**src/rtl/uart_pkg.sv**
```systemverilog
// uart_pkg: shared state encoding, register map and status layout for mmio_uart_tx
package uart_pkg;

    typedef enum logic [1:0] {IDLE, START, DATA, STOP} state_e;

    localparam logic [31:0] TXDATA_OFS = 32'd0;
    localparam logic [31:0] STATUS_OFS = 32'd4;

    localparam int FULL   = 0;
    localparam int EMPTY  = 1;
    localparam int ACTIVE = 2;
    localparam int OVF    = 3;

    // SB, SH and SW are the only store widths the register window answers to
    function automatic logic store_width_ok(input logic [2:0] f);
        return f == 3'b000 || f == 3'b001 || f == 3'b010;
    endfunction

endpackage

```
**src/rtl/sync_fifo.sv**
```systemverilog
// sync_fifo: first-word-fall-through byte queue with occupancy count
module sync_fifo #(
    parameter int WIDTH = 8,
    parameter int DEPTH = 4
) (
    input  logic                       clk,
    input  logic                       reset,
    input  logic                       push,
    input  logic [WIDTH-1:0]           din,
    input  logic                       pop,
    output logic [WIDTH-1:0]           dout,
    output logic                       full,
    output logic                       empty,
    output logic [$clog2(DEPTH):0]     count
);

    localparam int PW = $clog2(DEPTH);
    localparam int CW = PW + 1;

    logic [WIDTH-1:0] mem [DEPTH];
    logic [PW-1:0]    wr_ptr_q, wr_ptr_d, rd_ptr_q, rd_ptr_d;
    logic [CW-1:0]    count_q, count_d;
    logic             do_push, do_pop;

    assign full  = count_q == CW'(DEPTH);
    assign empty = count_q == '0;
    assign count = count_q;
    assign dout  = mem[rd_ptr_q];

    // a full queue still takes a push when the head leaves in the same cycle
    always_comb begin
        do_pop   = pop && !empty;
        do_push  = push && (!full || do_pop);
        wr_ptr_d = do_push ? wr_ptr_q + 1'b1 : wr_ptr_q;
        rd_ptr_d = do_pop ? rd_ptr_q + 1'b1 : rd_ptr_q;
        count_d  = count_q + CW'(do_push) - CW'(do_pop);
    end

    // pointers and occupancy
    always_ff @(posedge clk or negedge reset) begin
        if (!reset) begin
            wr_ptr_q <= '0;
            rd_ptr_q <= '0;
            count_q  <= '0;
        end else begin
            wr_ptr_q <= wr_ptr_d;
            rd_ptr_q <= rd_ptr_d;
            count_q  <= count_d;
        end
    end

    // storage needs no reset, occupancy alone decides what is valid
    always_ff @(posedge clk) begin
        if (do_push) mem[wr_ptr_q] <= din;
    end

endmodule

```
**src/rtl/mmio_uart_tx.sv**
```systemverilog
// mmio_uart_tx: memory-mapped 8N1 transmitter with byte queue and sticky overflow
module mmio_uart_tx
    import uart_pkg::*;
#(
    parameter int          CLK_FREQ_HZ = 12_000_000,
    parameter int          BAUD        = 115_200,
    parameter int          FIFO_DEPTH  = 4,
    parameter logic [31:0] BASE_ADDR   = 32'hFFFF_FFF0
) (
    input  logic        clk,
    input  logic        reset,
    input  logic        write_mem,
    input  logic [2:0]  funct3,
    input  logic [31:0] write_address,
    input  logic [31:0] write_data,
    input  logic [31:0] read_address,
    output logic [31:0] read_data,
    output logic        tx,
    output logic        busy
);

    localparam int CPB   = CLK_FREQ_HZ / BAUD;
    localparam int CNT_W = $clog2(CPB);
    localparam int CW    = $clog2(FIFO_DEPTH) + 1;
    localparam logic [CNT_W-1:0] RELOAD = CNT_W'(CPB - 1);

    state_e           state_q, state_d;
    logic [CNT_W-1:0] cnt_q, cnt_d;
    logic [2:0]       bit_q, bit_d;
    logic [7:0]       shift_q, shift_d;
    logic             tx_q, tx_d;
    logic             ovf_q, ovf_d;
    logic             wr_tx, wr_st, pop, full, empty;
    logic [7:0]       head;
    logic [CW-1:0]    fifo_count;
    logic [31:0]      status;
    logic             unused_bits;

    assign unused_bits = ^write_data[31:8];

    assign wr_tx = write_mem && store_width_ok(funct3) && write_address == BASE_ADDR + TXDATA_OFS;
    assign wr_st = write_mem && store_width_ok(funct3) && write_address == BASE_ADDR + STATUS_OFS;

    sync_fifo #(.WIDTH(8), .DEPTH(FIFO_DEPTH)) u_fifo (
        .clk   (clk),
        .reset (reset),
        .push  (wr_tx),
        .din   (write_data[7:0]),
        .pop   (pop),
        .dout  (head),
        .full  (full),
        .empty (empty),
        .count (fifo_count)
    );

    // serialiser next state: every state or bit change reloads the baud counter
    always_comb begin
        state_d = state_q;
        cnt_d   = cnt_q == '0 ? RELOAD : cnt_q - 1'b1;
        bit_d   = bit_q;
        shift_d = shift_q;
        tx_d    = tx_q;
        pop     = 1'b0;
        case (state_q)
            IDLE: begin
                tx_d  = 1'b1;
                cnt_d = RELOAD;
                if (!empty) begin
                    pop     = 1'b1;
                    shift_d = head;
                    state_d = START;
                    tx_d    = 1'b0;
                end
            end
            START: if (cnt_q == '0) begin
                state_d = DATA;
                bit_d   = 3'd0;
                tx_d    = shift_q[0];
            end
            DATA: if (cnt_q == '0) begin
                if (bit_q == 3'd7) begin
                    state_d = STOP;
                    tx_d    = 1'b1;
                end else begin
                    bit_d   = bit_q + 1'b1;
                    shift_d = shift_q >> 1;
                    tx_d    = shift_q[1];
                end
            end
            STOP: if (cnt_q == '0) begin
                if (!empty) begin
                    pop     = 1'b1;
                    shift_d = head;
                    state_d = START;
                    tx_d    = 1'b0;
                end else begin
                    state_d = IDLE;
                end
            end
            default: begin
                state_d = IDLE;
                tx_d    = 1'b1;
            end
        endcase
    end

    // a dropped push sets overflow and beats a simultaneous clear
    always_comb begin
        ovf_d = (wr_tx && full && !pop) || (ovf_q && !(wr_st && write_data[OVF]));
    end

    // serialiser and overflow registers; reset parks the line high
    always_ff @(posedge clk or negedge reset) begin
        if (!reset) begin
            state_q <= IDLE;
            cnt_q   <= RELOAD;
            bit_q   <= 3'd0;
            shift_q <= 8'd0;
            tx_q    <= 1'b1;
            ovf_q   <= 1'b0;
        end else begin
            state_q <= state_d;
            cnt_q   <= cnt_d;
            bit_q   <= bit_d;
            shift_q <= shift_d;
            tx_q    <= tx_d;
            ovf_q   <= ovf_d;
        end
    end

    // combinational register read so single-cycle loads complete
    always_comb begin
        status         = '0;
        status[FULL]   = full;
        status[EMPTY]  = empty;
        status[ACTIVE] = state_q != IDLE;
        status[OVF]    = ovf_q;
        read_data      = read_address == BASE_ADDR + STATUS_OFS ? status : '0;
    end

    assign tx   = tx_q;
    assign busy = state_q != IDLE || fifo_count != '0;

endmodule

```
**config.mk**
```make
export PLATFORM = sky130hd
export DESIGN_NAME = mmio_uart_tx
export DESIGN_NICKNAME = d
export VERILOG_FILES = /design/src/rtl/uart_pkg.sv /design/src/rtl/sync_fifo.sv /design/src/rtl/mmio_uart_tx.sv
export SDC_FILE = /design/constraint.sdc
export NUM_CORES = 1
export LEC_CHECK = 0
export CAP_MARGIN = 30
export CELL_PAD_IN_SITES_DETAIL_PLACEMENT = 1
export CELL_PAD_IN_SITES_GLOBAL_PLACEMENT = 2
export CORE_MARGIN = 1.5
export CORE_UTILIZATION = 28
export CTS_BUF_LIST = sky130_fd_sc_hd__clkbuf_8 sky130_fd_sc_hd__clkbuf_16
export DETAILED_ROUTE_END_ITERATION = 8
export GPL_TIMING_DRIVEN = 0
export PLACE_DENSITY = 0.91
export SLEW_MARGIN = 20
export SYNTH_ARGS = -nofsm -noshare
export SYNTH_HDL_FRONTEND = slang
export SYNTH_HIERARCHICAL = 1
export SYNTH_SLANG_ARGS = --single-unit
```
**constraint.sdc**
```tcl
create_clock -name clk -period 5.3 [get_ports clk]
set_input_delay 1.325 -clock clk [delete_from_list [all_inputs] [get_ports clk]]
set_output_delay 1.325 -clock clk [all_outputs]
set_load 0.05 [all_outputs]
```
==> run summary <==
Status: finished, final reports clean
Crit path required time: 3.97 ns
Worst slew pin tran: 0.8727 ns
Die Wd: 110.2 µm
Critical Path AT: 3.76 ns
Routed Wire Length: 8197 µm
Diodes inserted: 0
FMAX: 196.7 MHz
Via count: 2470
Endpoints failing hold: 0
CTS tree: done
Initial core utilization: 0.2916
Final setup violation count: 0
Worst VDD drop: 149.5 µV
Crit share post-route: 0.9592
Fill cells: 1224
#FFs+latches synth: 61
CP Max Fanout: 2
Largest net degree at the start of global routing: 30
Hpwl dp: 6164 µm
Number of buffers created by CTS: 9
Clock root buffer: clkbuf_16
Setup crit start kind: primary input
H-tree depth: 3
Global-route usage over all layers: 0.1456
Tot Pwr: 0.001367 W
First-pass GRT wire length: 13140 µm
Mean routed wirelength per cell: 15.35 µm
CTS sink count: 61
Initial antenna violation count: 0
Post-CTS Setup Bufs: 0
RSZ-0062 raised after global routing: false
Area Growth Syn to Fin: 45.59%
DRT iter0 DRCs: 80
Nets: 506
Clock transition at the registers of the reported paths: 0.05 ns
Max_cap viols: 0
Post-Syn Area: 0.003217 mm²
Crit Path Class: in -> out
1st-pass router iterations: 4
GR met2 Demand/Resource: 0.2706
CP Launch Point: read_address[1]
Hold path start: cnt_q[0]$_DFF_PN1_
Yosys top cell area share: 0.2987
Setup TNS: 0 ns
Most frequent standard cell in the layout excluding fill and tap cells: clkdlybuf4s50_1
Met3 GRT Util: 0.03645
Area contributors post-synth: edfxtp_1, dfrtp_1, buf_4, mux4_2, ha_1
Core ar.: 0.01103 mm²
Fraction of layout cells with a size suffix above 1: 0.1802
Most frequent cells in the layout: clkdlybuf4s50_1, edfxtp_1, buf_4, conb_1, inv_1
Post-route insts no fill: 534
IO Port Bufs: 83
I/O Pins: 136
Worst setup EP type: primary output
Synth Warn #: 6
Placement Setup Slack: 0.06661 ns
Die Ht: 110.2 µm
Avg Synthesized Cell Area: 12.00 µm²
Cells after synthesis: 268
Die ar.: 0.01214 mm²
Final setup margin: 0.2161 ns
R2r startpoint: cnt_q[0]$_DFF_PN1_
Vias in the first global route: 2705
Worst Hold Slack: 0.4754 ns
Seq/Total Area, Yosys: 0.5266
Synth area leader: edfxtp_1
Yosys cell types: 55
Ys async rst share: 0.4754
Post-route DRC: 0
Clock Path Buffers: 2
Hold WC Path Type: reg -> reg
Gpl congestion: 0.7045
Clk_lat worst skew: 0.33 ns
Grt total ovfl: 0
Met1 usage in global routing: 0.1621
Antenna-violating nets left: 0
Power per cell area: 291.8 mW/mm²
Slew HR: 0.4138
Via/cell ratio: 4.625
Pleak: 2.003 nW
Top_reg_cell synth: edfxtp_1
Pins Over Slew Limit: 0
Worst-case clock skew: 0.007904 ns
Inst Count DP: 518
GRT Max-Usage Layer: met2
Post-synth EDFFs: 32
Rows: 38
Minimum clock period: 5.084 ns
synthesized netlist by cell type, types with 7 or more instances:
cell      count
xnor2_1       7
a21oi_1      12
inv_1        22
edfxtp_1     32
mux4_2        8
o21ai_0       8
o22ai_1       7
nor2_1       13
nor3_1        7
ha_1         14
nand2_1      13
buf_4        28
dfrtp_1      23
nand4_1      13
per-stage QoR:
step | utilization | area (µm²)
after detailed placement | 0.3916 | 4319
after global placement | 0.3920 | 4324
after CTS | 0.4239 | 4676
final | 0.4246 | 4683
after global routing | 0.4246 | 4683
after floorplan | - | 3318
flip-flops by register name (all words and copies together) (netlist names), 2 cells and up:
name,cells
u_fifo/mem,32
shift_q,8
cnt_q,7
bit_q,3
u_fifo/count,3
state_q,2
u_fifo/rd_ptr_q,2
u_fifo/wr_ptr_q,2
worst max-delay path: stages:
cell,delay (ns)
clkdlybuf4s50_1,0.39
or4b_2,0.66
nor4_1,0.38
and3_1,0.20
clkdlybuf4s50_1,0.81
per-layer routing:
layer  routed length [µm]  share of wire  up-vias
met1                 3206           0.39     1205
met2                 4384           0.53       94
met4                  108          0.013        0
li1                     -              -     1160
met3                  498          0.061       11
met5                    0              0        -
power by group:
part | internal, W | total [W] | switching, W
Sequential | 0.000511 | 0.000519 | 0.00000854
Clock | 0.000501 | 0.000698 | 0.000197
Combinational | 0.0000739 | 0.000150 | 0.0000760
Total | 0.00109 | 0.00137 | 0.000281
kinds of logic after synthesis:
kind of cell             Yosys count  share of synthesized area
XOR/XNOR                           8                    0.02178
AND/OR/NAND/NOR                   73                     0.1354
other                              1                   0.001166
adder cells (fa/ha/maj)           15                    0.06068
AO/OA/AOI/OAI                     44                    0.08946
multiplexers                       9                    0.06067
flip-flops                        61                     0.5266
buffers and inverters             57                     0.1042
area by class of cell:
type	instances	area [µm²]	area share
clock inverters	7	131.4	0.02805
inverters	22	82.58	0.01763
repair buffers	83	833.3	0.1779
flip-flops and latches	61	1694	0.3617
plain buffers	35	252.7	0.05397
clock buffers	9	225.2	0.04809
multi-input cells	177	1289	0.2752
well taps	140	175.2	0.03740
worst paths after layout:
path                                                  endpoint  slack, ns  cells past startpoint
worst max-delay path                              read_data[3]       0.22                      5
worst min-delay path                        cnt_q[0]$_DFF_PN1_       0.48                      1
worst max register to register       u_fifo/count[2]$_DFF_PN0_       1.87                     13
worst min register to register              cnt_q[0]$_DFF_PN1_       0.48                      1
max in group asynchronous       u_fifo/wr_ptr_q[0]$_DFFE_PN0P_       3.82                      1
min in group asynchronous                 bit_q[0]$_DFFE_PN0P_       1.04                      1
repair_timing:
action / 4_1_cts / 5_1_grt
hold buffers: 0 / 0
endpoints found under the setup margin: 0 / 3
resized for setup: 0 / 3
endpoints found under the hold margin: 0 / 0
No activity file was read; power rests on OpenSTA's default activity.
